## src/rtl/smart_house_zoned.sv

```systemverilog
// Home controller: curtain/light/music ambient control, round-robin per-zone
// cooler/heater control with a hysteresis band, and doorbell-driven music mute.
module smart_house_zoned #(
  parameter int unsigned ZONES     = 4,
  parameter int unsigned TEMP_W    = 8,
  parameter int unsigned HOT_TH    = 30,
  parameter int unsigned COLD_TH   = 16,
  parameter int unsigned TARGET    = 24,
  parameter int unsigned HYST      = 1,
  parameter int unsigned RING_HOLD = 8
) (
  input  logic                      clock,
  input  logic                      reset,
  input  logic                      isday,
  input  logic                      ring_req,
  input  logic [ZONES*TEMP_W-1:0]   temp_req,
  input  logic [ZONES-1:0]          zone_en,
  output logic                      music,
  output logic                      curtain,
  output logic                      light,
  output logic [ZONES-1:0]          cooler,
  output logic [ZONES-1:0]          heater,
  output logic                      ring_busy,
  output logic                      scan_done
);

  localparam int unsigned IDX_W = (ZONES > 1) ? $clog2(ZONES) : 1;
  localparam int unsigned CNT_W = $clog2(RING_HOLD + 1);

  localparam logic [IDX_W-1:0]  LAST_IDX = IDX_W'(ZONES - 1);
  localparam logic [TEMP_W-1:0] HOT_T    = TEMP_W'(HOT_TH);
  localparam logic [TEMP_W-1:0] COLD_T   = TEMP_W'(COLD_TH);
  localparam logic [TEMP_W-1:0] BAND_LO  = TEMP_W'(TARGET - HYST);
  localparam logic [TEMP_W-1:0] BAND_HI  = TEMP_W'(TARGET + HYST);
  localparam logic [CNT_W-1:0]  HOLD_C   = CNT_W'(RING_HOLD);

  typedef enum logic [2:0] {
    S_INIT,
    S_IDLE,
    S_AMBIENT,
    S_ZONE,
    S_DONE
  } state_t;

  state_t             state_q;
  logic [IDX_W-1:0]   idx_q;
  logic               day_mode_q;
  logic               day_mode_d;
  logic [CNT_W-1:0]   mute_q;
  logic [CNT_W-1:0]   mute_d;
  logic               music_q;
  logic               curtain_q;
  logic               light_q;
  logic               ring_busy_q;
  logic               scan_done_q;
  logic [ZONES-1:0]   cooler_q;
  logic [ZONES-1:0]   heater_q;
  logic [TEMP_W-1:0]  zone_t;
  logic               cool_sel_d;
  logic               heat_sel_d;

  // Climate decision for the zone currently addressed by the scan index.
  always_comb begin
    zone_t     = temp_req[idx_q*TEMP_W +: TEMP_W];
    cool_sel_d = cooler_q[idx_q];
    heat_sel_d = heater_q[idx_q];
    if (!zone_en[idx_q]) begin
      cool_sel_d = 1'b0;
      heat_sel_d = 1'b0;
    end else if (zone_t >= HOT_T) begin
      cool_sel_d = 1'b1;
      heat_sel_d = 1'b0;
    end else if (zone_t <= COLD_T) begin
      cool_sel_d = 1'b0;
      heat_sel_d = 1'b1;
    end else if ((zone_t >= BAND_LO) && (zone_t <= BAND_HI)) begin
      cool_sel_d = 1'b0;
      heat_sel_d = 1'b0;
    end
  end

  // Mute counter and day mode run independently of the scan position.
  always_comb begin
    mute_d     = '0;
    day_mode_d = day_mode_q;
    if (ring_req) begin
      mute_d = HOLD_C;
    end else if (mute_q != '0) begin
      mute_d = mute_q - CNT_W'(1);
    end
    if (state_q == S_AMBIENT) begin
      day_mode_d = isday;
    end
  end

  always_ff @(posedge clock) begin
    if (reset) begin
      state_q     <= S_INIT;
      idx_q       <= '0;
      day_mode_q  <= 1'b0;
      mute_q      <= '0;
      music_q     <= 1'b0;
      curtain_q   <= 1'b0;
      light_q     <= 1'b0;
      ring_busy_q <= 1'b0;
      scan_done_q <= 1'b0;
      cooler_q    <= '0;
      heater_q    <= '0;
    end else begin
      mute_q      <= mute_d;
      ring_busy_q <= (mute_d != '0);
      day_mode_q  <= day_mode_d;
      music_q     <= day_mode_d & (mute_d == '0);
      scan_done_q <= 1'b0;
      case (state_q)
        S_INIT: begin
          state_q <= S_IDLE;
        end
        S_IDLE: begin
          state_q <= S_AMBIENT;
        end
        S_AMBIENT: begin
          curtain_q <= isday;
          light_q   <= ~isday;
          idx_q     <= '0;
          state_q   <= S_ZONE;
        end
        S_ZONE: begin
          cooler_q[idx_q] <= cool_sel_d;
          heater_q[idx_q] <= heat_sel_d;
          if (idx_q == LAST_IDX) begin
            state_q <= S_DONE;
          end else begin
            idx_q <= idx_q + IDX_W'(1);
          end
        end
        S_DONE: begin
          scan_done_q <= 1'b1;
          state_q     <= S_IDLE;
        end
        default: begin
          state_q <= S_INIT;
        end
      endcase
    end
  end

  assign music     = music_q;
  assign curtain   = curtain_q;
  assign light     = light_q;
  assign cooler    = cooler_q;
  assign heater    = heater_q;
  assign ring_busy = ring_busy_q;
  assign scan_done = scan_done_q;

endmodule

```

## config.mk

```make
export PLATFORM = sky130hd
export DESIGN_NAME = smart_house_zoned
export DESIGN_NICKNAME = d
export VERILOG_FILES = /design/src/rtl/smart_house_zoned.sv
export SDC_FILE = /design/constraint.sdc
export NUM_CORES = 1
export LEC_CHECK = 0
export CAP_MARGIN = 30
export CORE_MARGIN = 2
export CORE_UTILIZATION = 43
export DETAILED_ROUTE_END_ITERATION = 16
export PLACE_DENSITY = 0.79
export SYNTH_ARGS = -nofsm -noshare
export SYNTH_HDL_FRONTEND = slang
export SYNTH_SLANG_ARGS = --single-unit
```

## constraint.sdc

```tcl
create_clock -name clock -period 2.6 [get_ports clock]
set_input_delay 0.26 -clock clock [delete_from_list [all_inputs] [get_ports clock]]
set_output_delay 0.26 -clock clock [all_outputs]
set_load 0.1 [all_outputs]
```

# Word level (Yosys, flattened, before mapping)
# Cells that the tools add are included.
[op_classes] muxes=26 n_addsub=2 n_reduce_logical=9 eq_ne=7 shift=1 magnitude_cmp=6 bitwise_logic=2
[op_table] cell="$shiftx 32x6->8" n=1
[op_table] cell="$ge 8x5->1 const B" n=2
[op_table] cell="$le 8x5->1 const B" n=2
[op_table] cell="$mux 1" n=14
[op_table] cell="$pmux 3 s4" n=1
[op_table] cell="$bwmux 4" n=2
[op_table] cell="$mux 4" n=2
[op_table] cell="$reduce_bool 4->1" n=2
[op_table] cell="$bmux 1 s2" n=3
[op_table] cell="$eq 3x2->1 const B" n=2
[op_table] cell="$logic_not 4->1" n=1
[op_table] cell="$ne 2x2->1 const B" n=2
[op_table] cell="$pmux 2 s2" n=1
[op_table] cell="$sub 4x1->4 const B" n=1
[op_table] cell="$eq 3x1->1 const B" n=1
[op_table] cell="$eq 3x3->1 const B" n=1
[op_table] cell="$logic_not 3->1" n=1
[op_table] cell="$lt 2x3->1 const B" n=1
[op_table] cell="$mux 3" n=1
[op_table] cell="$add 2x1->2 const B" n=1
[op_table] cell="$demux 1 s2" n=1
[op_table] cell="$eq 2x2->1 const B" n=1
[op_table] cell="$ge 2x1->1 const B" n=1
[op_table] cell="$logic_and 1x1->1" n=2
[op_table] cell="other kinds (6)" n=6
[totals] input_bits=40 elab_cells=64 regBits=23 out_inout_bits=13

# Longest topological paths before layout
# Gate-level depths: netlist of the first run.
[logic_depth] ltp_word=8 depth_mapped=7

# Worst setup path before layout of the first run
# Ideal clock, no wire load.
[synth_timing] kind="register to register" startpoint="register cooler_q[1] (netlist: cooler[1])" endpoint="register cooler_q[2] (netlist: cooler[2])" path_slack_ns=0.686 path_buffers=0 arrival_time_ns=1.823 synth_period_minus_slack_ns=1.914 path_stages_with_launch=5 setup_time_ns=0.091 path_cell_list="dfxtp_1 > mux4_1 > and3_1 > o211ai_2 > a311oi_1"
[synth_between] elab_chain_cells=7
[synth_lines] element="start, declared" line="56" source="logic [ZONES-1:0] cooler_q;"
[synth_lines] element="start signal, assigned by index" line="129" source="cooler_q[idx_q] <= cool_sel_d;"
[synth_lines] element="$bmux 1 s2" line="65" source="cool_sel_d = cooler_q[idx_q];"
[synth_lines] element="$mux 1 (implied by the code)" line="65"
[synth_lines] element="$mux 1" line="76" source="end else if ((zone_t >= BAND_LO) && (zone_t <= BAND_HI)) begin"
[synth_lines] element="$mux 1" line="73" source="end else if (zone_t <= COLD_T) begin"
[synth_lines] element="$mux 1" line="70" source="end else if (zone_t >= HOT_T) begin"
[synth_lines] element="$mux 1" line="67" source="if (!zone_en[idx_q]) begin"
[synth_lines] element="$bwmux 4" line="129"
# Every way passes these cells. The select of a mux whose other input is x is not followed.
# A chain may end at the register's enable or synchronous reset.

# Worst setup path in the final report of the first run
[layout_timing] startpoint="register idx_q[0]" endpoint="register heater_q[3] (netlist: heater[3])"
[layout_between] elab_chain_cells=8
[layout_lines] element="start, declared" line="46" source="logic [IDX_W-1:0] idx_q;"
[layout_lines] element="start signal, assigned" line="134" source="idx_q <= idx_q + IDX_W'(1);"
[layout_lines] element="$shiftx 32x6->8" line="64" source="zone_t = temp_req[idx_q*TEMP_W +: TEMP_W];"
[layout_lines] element="$ge 8x5->1 / $le 8x5->1 (equally long branches)" line="76"
[layout_lines] element="$logic_and 1x1->1" line="76"
[layout_lines] element="$mux 1" line="76"
[layout_lines] element="$mux 1" line="73"
[layout_lines] element="$mux 1" line="70"
[layout_lines] element="$mux 1" line="67"
[layout_lines] element="$bwmux 4 (*)" line="130" source="heater_q[idx_q] <= heat_sel_d;"
[layout_lines] element="end signal, assigned by index" line="130"
[layout_lines] element="end, declared" line="57" source="logic [ZONES-1:0] heater_q;"
# Mark *: on every way between the ends. The rest lies on a longest branch, timed or not. The select of a mux whose other input is x is not followed.

==> results of run 1 <==
-- metrics by stage --
step | power, mW | cell area (um2)
after detailed placement | 0.604 | 1880
final | 0.757 | 1910
after global routing | 0.803 | 1910
after CTS | 0.766 | 1910
after floorplan | 0.516 | 1360
after global placement | 0.596 | 1880
-- metal layers --
layer  share of wire [%]  up-vias  global-route usage [%]
li1                    -      628                       -
met1                  45      605                    27.2
met2                  49       34                    34.8
met3                 4.4        9                    6.06
met4                 1.2        0                    5.08
met5                   0        -                       0
-- state kept, by name (all words and copies together) (netlist names) --
name and count:
music 1, state_q 3, idx_q 2, mute_q 4, curtain 1, scan_done 1, cooler 4, heater 4
light 1, ring_busy 1, day_mode_q 1
-- kinds of logic after synthesis --
| family | share of synthesized area, % |
|---|---|
| and+or+nand+nor | 26.9 |
| DFF | 33.9 |
| adders and majority gates | 5.52 |
| buffers and inverters | 4.14 |
| xor gates and xnor gates | 0.644 |
| AOI/OAI and AO/OA | 14.1 |
| muxes | 14.9 |
-- cells in the mapped netlist, types with 2 or more instances --
cell	count	area [um2]
a21oi_1	4	20.0
a311oi_1	4	35.0
and3b_1	3	26.3
and4b_1	3	30.0
clkbuf_1	4	15.0
dfxtp_1	23	460
ha_1	6	75.1
inv_1	6	22.5
mux4_1	6	158
mux4_2	2	45.0
nand2b_1	2	12.5
nand3b_1	2	15.0
nand4_1	5	31.3
nand4b_1	2	17.5
nor2_1	19	71.3
nor3_1	2	10.0
nor3b_1	2	15.0
nor4_1	3	18.8
nor4b_1	3	26.3
o21ai_0	4	20.0
o31ai_1	4	30.0
or3b_2	4	35.0
-- layout make-up --
type                       count  area, um2
multi-input combinational    100        843
inverter                       6       22.5
clock buffer                   4       26.3
tap                           44       55.1
sequential                    23        460
fill                         262       1120
timing repair buffer          54        503
-- worst paths after layout --
check                    to  cells past startpoint
setup / recovery  heater[3]                      4
hold / removal      curtain                      2
setup reg to reg  heater[3]                      4
hold reg to reg     curtain                      2
-- worst reg2reg max path, stage by stage (launching register included) --
cell      delay [ns]
dfxtp_1         0.55
mux4_1          0.69
or3b_1          0.42
a21boi_2        0.22
o31ai_1         0.11
-- power groups by stage --
stage / logic [mW] / clock network (mW) / registers, mW
after detailed placement: 0.209 / 0 / 0.395
after global placement: 0.203 / 0 / 0.393
after CTS: 0.210 / 0.169 / 0.387
after global routing: 0.227 / 0.186 / 0.390
final: 0.209 / 0.161 / 0.387
after floorplan: 0.0906 / 0 / 0.425
==> metrics.txt, run 1 <==
run status=finished clean; fin crit period=2.09 ns; Hold Fails Final Rpt=0; worst hold path class=flop to flop; first-pass GRT wire length=5750 um; sw power=0.225 mW; max-slew violations=0; post-route ant nets=0; Synth Instances=135; die area=~0.0036 mm2; Post-CTS Resized=0; vias in the first global route=1220; diode count=0; layout net count=234; RSZ-0062 raised after global routing=no; WHS=0.488 ns; cts bufs inserted=3; die height=60.2 um; drt drc=0; Main synth FF type=dfxtp_1; CP delay by family, top=multiplexers; clock sinks=23; final core occ=63.1%; Core Region=0.00303 mm2; Max-cap violations=0; maximum vdd drop=0.403 mV; clock-pin slew on the worst setup and hold paths=0.12 ns; RR Startpoint=idx_q[0]; setup tns final=0 ns; Synth Register Bits=23; worst slew pin tran=0.599 ns; Clock Root Buffer=clkbuf_4; internal power=0.532 mW; worst stage delay on the critical path=0.69 ns; CP Max Fanout=7; Comb power frac=27.6%; detailed-route wire length per cell=roughly 15 um; kind of critical path=flop to flop; reg2reg setup slack=0.51 ns; Avg Cell Area, Syn=10.1 um2; library cells used by synthesis=44; CTS tree=yes; GPL Wtd Cong=0.800; Post-Layout Cell Count=231; io pins=53; Crit. End Element=flop; DP Cell Count=227; total track usage=about a fifth; startpoint types=flop; clk_lat worst skew=0.31 ns; P_leak=0.727 nW; Syn Std Cell Area=0.00136 mm2; crit-path cells=mux4_1 > or3b_1 > a21boi_2 > o31ai_1; Max Freq=around 480 MHz; CP max stage cell=mux4_1; Post-synth ARST share=0%; Initial Utilization=44.9%; leading cell type in the layout, fill and taps excluded=clkdlybuf4s50_1; hold wc startpoint=curtain; drt initial violations=43; DRT Wirelength=3390 um; clock tree buffer depth=2; HPWL after detailed placement=2750 um; clock power share=21.3%; number of vias per cell=5.52; cts hold-fix bufs=0; first-pass iteration count of the detailed router=4; Power Density=396 mW/mm2; final setup fails=0; initial antenna violation count=0; Die W=60.2 um; CP arrival=2.28 ns; IO Port Bufs=52; post-route setup slack=0.510 ns; Seq pwr share=about half; CTS H-Tree Depth=1; share of cells above drive strength 1=15.5%; largest net degree at the start of global routing=17; switch share=29.7%; vias=around 1300; Post-synth EDFFs=0; yosys warns=0; grt ovf=0; Worst slew margin=60.0%; Post-Syn Nets=181; clk_skew=0.00427 ns; # rows=20; Post CTS Setup Buffer Count=0; Placement Setup Slack=0.486 ns; WP data required=around 2.8 ns; Layout area overhead=40.5%; most frequent cells in the layout=39 x clkdlybuf4s50_1, 23 x dfxtp_1, 19 x nor2_1, 15 x buf_4; sequential area share after synthesis=33.9%; CP Buf/Inv Count=0; final worst path period share=80.4%; crit path from=idx_q[0]
Power figures use the tool's default switching activity.
==> inputs of run 2 (changes only) <==
==> constraint.sdc (replaced) <==
create_clock -name clock -period 2.1 [get_ports clock]
set_input_delay 0.21 -clock clock [delete_from_list [all_inputs] [get_ports clock]]
set_output_delay 0.21 -clock clock [all_outputs]
set_load 0.1 [all_outputs]
==> run 2 against run 1 <==
Count of clock-buffer cells in the layout unchanged. Critical endpoint is now heater[1]. Maximum frequency increased by 7.4%. Utilization increased by 0.50 points. Combinational power increased by 25%. Highest routed layer unchanged. Critical path type unchanged. Hold slack improved by 0.0053 ns. Via count decreased by 1.5%. Die area unchanged.
==> metrics.txt, run 2 (synthesized netlist as in run 1, its figures left out) <==
run status=finished clean; number of vias per cell=5.42; grt ovf=0; share of cells above drive strength 1=17.6%; Layout area overhead=41.6%; Max Freq=just over 500 MHz; clk_lat worst skew=0.31 ns; diode count=0; layout net count=235; RSZ-0062 raised after global routing=no; register area=463 um2; cts hold-fix bufs=0; clock tree buffer depth=2; clock sinks=23; drt initial violations=46; max-slew violations=0; detailed-route wire length per cell=about 15 um; HPWL after detailed placement=~2700 um; maximum vdd drop=0.471 mV; WP data required=2.30 ns; CP Max Fanout=6; Hold Fails Final Rpt=0; Worst slew margin=75.4%; Die W=approximately 60 um; worst slew pin tran=approximately 0.37 ns; clk_skew=0.00786 ns; post-route ant nets=0; Post-CTS Resized=0; die area=0.00363 mm2; # rows=20; startpoint types=flop; clock-pin slew on the worst setup and hold paths=0.12 ns; vias=1257; die height=60.2 um; P_leak=approximately 0.74 nW; total track usage=approximately 21%; io pins=53; largest net degree at the start of global routing=17; cts bufs inserted=3; GPL Wtd Cong=slightly below 0.8; Crit. End Element=flop; Max-cap violations=0; filler instances=265; kind of critical path=flop to flop; worst hold path class=flop to flop; Initial Utilization=~45%; IO Port Bufs=52; Power Density=487 mW/mm2; Clock Root Buffer=clkbuf_4; drt drc=0; first-pass iteration count of the detailed router=4; setup tns final=0 ns; reg2reg setup slack=0.15 ns; DRT Wirelength=3410 um; most frequent cells in the layout=39 x clkdlybuf4s50_1, 21 x dfxtp_1, 19 x nor2_1, 16 x buf_4; final worst path period share=92.6%; CTS tree=yes; initial antenna violation count=0; vias in the first global route=1205; leading cell type in the layout, fill and taps excluded=clkdlybuf4s50_1; Post CTS Setup Buffer Count=0; CP arrival=approximately 2.2 ns; post-route setup slack=0.155 ns; Core Region=0.00303 mm2; CTS H-Tree Depth=1; Placement Setup Slack=0.0311 ns; fin crit period=between 1.5 and 2 ns; final setup fails=0; multi-input combinational cell area=848 um2; first-pass GRT wire length=5660 um
==> run 2: worst paths after layout <==
path,start,to,cells after the start
min,day_mode_q,day_mode_q,2
max reg2reg,idx_q[0],heater[1],4
min reg2reg,day_mode_q,day_mode_q,2
max,idx_q[0],heater[1],4
==> run 2: cell type report <==
type,count,area share (%)
Inverter,6,1.17
Tap cell,44,2.86
Sequential cell,23,24.0
Multi-Input combinational cell,100,44.1
Timing Repair Buffer,55,26.5
Clock buffer,4,1.36
==> run 2: report_power, final <==
part           internal [mW]  total, mW  switching, mW
clock                 0.0741      0.199          0.125
sequential             0.456      0.478         0.0225
combinational          0.131      0.261          0.130
==> run 2: stage by stage <==
stage | instance area [um2] | power, mW | instances | utilization, % | hold WS, ns
6_report | 1930 | 0.939 | 232 | 63.6 | 0.493
5_1_grt | 1930 | 0.993 | 232 | 63.6 | 0.528
4_1_cts | 1920 | 0.949 | 232 | 63.3 | 0.502
3_5_place_dp | 1890 | 0.749 | 228 | 62.5 | 0.482
3_3_place_gp | 1890 | 0.739 | 228 | 62.5 | 0.450
2_1_floorplan | 1360 | 0.639 | 135 | - | 0.338
==> run 2: worst max-delay path, stage by stage, from the launching register on <==
cell      delay [ns]
dfxtp_2         0.43
mux4_1          0.66
or3b_1          0.42
a21boi_2        0.22
o31ai_1         0.11
==> run 2: layer usage <==
| layer | vias up | track usage (%) | wire, um |
|---|---|---|---|
| met5 | - | 0 | 0 |
| met4 | 0 | 2.22 | 14 |
| met3 | 2 | 5.84 | 153 |
| met2 | 26 | 34.8 | 1720 |
| met1 | 599 | 27.4 | 1530 |
| li1 | 630 | - | - |
==> inputs of run 3 (changes only) <==
--- a/config.mk
+++ b/config.mk
@@ -6,7 +6,6 @@
 export NUM_CORES = 1
 export LEC_CHECK = 0
 export CAP_MARGIN = 30
-export CORE_MARGIN = 2
 export CORE_UTILIZATION = 43
 export DETAILED_ROUTE_END_ITERATION = 16
 export PLACE_DENSITY = 0.79
==> run 3 against run 2 <==
Maximum frequency fell by 0.26%. Clock skew fell by 0.0037 ns. Final cell count rose by 0.43%.
==> metrics.txt, run 3 (synthesized netlist as in run 1, its figures left out) <==
run status=finished clean; CP max stage cell=mux4_1; WHS Path Cells=2; share of cells above drive strength 1=17.5%; Worst slew margin=70.2%; # rows=20; GPL Wtd Cong=0.814; fin crit period=1.95 ns; CP Max Fanout=5; post-route ant nets=0; largest net degree at the start of global routing=15; Crit. End Element=flop; clock-pin slew on the worst setup and hold paths=between 0.1 and 0.15 ns; WP data required=2.29 ns; worst stage delay on the critical path=roughly 0.66 ns; crit-path cells=mux4_1 > or3b_1 > a21boi_2 > o31ai_1; hold wc startpoint=day_mode_q; cts bufs inserted=3; vias=1279; clk_skew=0.00412 ns; startpoint types=flop; grt ovf=0; CTS tree=yes; Hold Fails Final Rpt=0; total track usage=21.9%; CP arrival=2.14 ns; HPWL after detailed placement=2750 um; layout net count=236; drt drc=0; Max Freq=513 MHz; most frequent cells in the layout=39 x clkdlybuf4s50_1, 21 x dfxtp_1, 19 x nor2_1, 16 x buf_4; P_leak=0.742 nW; die area=0.00339 mm2; max-slew violations=0; DRT Wirelength=3400 um; worst slew pin tran=0.447 ns; number of vias per cell=~5.5; Die W=58.2 um; first-pass iteration count of the detailed router=4; clk_lat worst skew=0.31 ns; clock tree buffer depth=2; Core Region=0.00303 mm2; final setup fails=0; worst hold endpoint=day_mode_q; RSZ-0062 raised after global routing=no; RR Startpoint=idx_q[0]; worst hold path class=flop to flop; Critical R2R Capture=heater[2]; io pins=53; depth of the worst register-to-register path=4; die height=58.2 um; leading cell type in the layout, fill and taps excluded=clkdlybuf4s50_1; Max-cap violations=0; IO Port Bufs=52; clock sinks=23; setup tns final=0 ns; kind of critical path=flop to flop; final worst path period share=92.9%; reg2reg setup slack=~0.15 ns; first-pass GRT wire length=5680 um; diode count=0; Clock Root Buffer=clkbuf_4; maximum vdd drop=around 0.45 mV; Post CTS Setup Buffer Count=0; Power Density=485 mW/mm2; initial antenna violation count=0; drt initial violations=44; CTS H-Tree Depth=1; vias in the first global route=1302; detailed-route wire length per cell=approximately 15 um; total power=0.941 mW; Layout area overhead=42.7%; Initial Utilization=44.9%
==> run 3: cell types whose count changed in the layout (fill, tap and decap cells not counted), sizes merged <==
cell,before,now
buf,16,17
==> run 3: layer usage <==
layer	track usage, %	wire (um)	share of wire (%)	vias to the layer above
met4	5.78	29	0.85	0
met2	39.4	1710	50	35
met5	0	0	0	-
met3	6.25	149	4.4	4
li1	-	-	-	633
met1	25.4	1520	45	607
==> run 3: power by group <==
part	internal, mW	switching, mW	total [mW]
registers	0.456	0.0224	0.478
logic	0.133	0.130	0.263
clock network	0.0742	0.126	0.200
total	0.662	0.279	0.941
==> run 3: cell type report <==
cell class	count	area (um2)
clock buffers	4	26.3
fillers	258	1090
inverters	6	22.5
multi-input cells	100	843
flip-flops and latches	23	463
well taps	44	55.1
repair buffers	56	531
==> run 3: per-stage QoR <==
| stage | instance area (um2) | util [%] | worst slack [ns] | cells | hold WS, ns |
|---|---|---|---|---|---|
| final | 1940 | 64.1 | 0.150 | 233 | 0.478 |
| after global routing | 1940 | 64.1 | 0.0836 | 233 | 0.505 |
| after CTS | 1940 | 64.0 | 0.0360 | 233 | 0.483 |
| after detailed placement | 1910 | 63.1 | 0.0295 | 229 | 0.465 |
| after global placement | 1910 | 63.1 | 0.0825 | 229 | 0.450 |
| after floorplan | 1360 | - | 0.186 | 135 | 0.338 |
==> run 3: worst max-delay path by stage <==
| stage | end | slack, ns | cells past startpoint | from |
|---|---|---|---|---|
| after detailed placement | heater[2] | 0.03 | 5 | temp_req[10] |
| after CTS | heater[2] | 0.04 | 4 | idx_q[0] |
| after global placement | heater[2] | 0.08 | 5 | temp_req[10] |
| final | heater[2] | 0.15 | 4 | idx_q[0] |
| after global routing | cooler[2] | 0.08 | 4 | idx_q[0] |
| after floorplan | cooler[2] | 0.19 | 4 | cooler[1] |
==> run 3: repair_timing <==
| item | in CTS | in global routing |
|---|---|---|
| resized for setup | 0 | 2 |
| hold buffers | 0 | 0 |
| endpoints found under the setup margin | 0 | 7 |
==> run 3: critical path: cells and delay by family, from the launching register on <==
kind / cells / cell delay [ns]
mux: 1 / 0.66
compound gates: 2 / 0.32
simple gates: 1 / 0.43
flops: 1 / 0.43
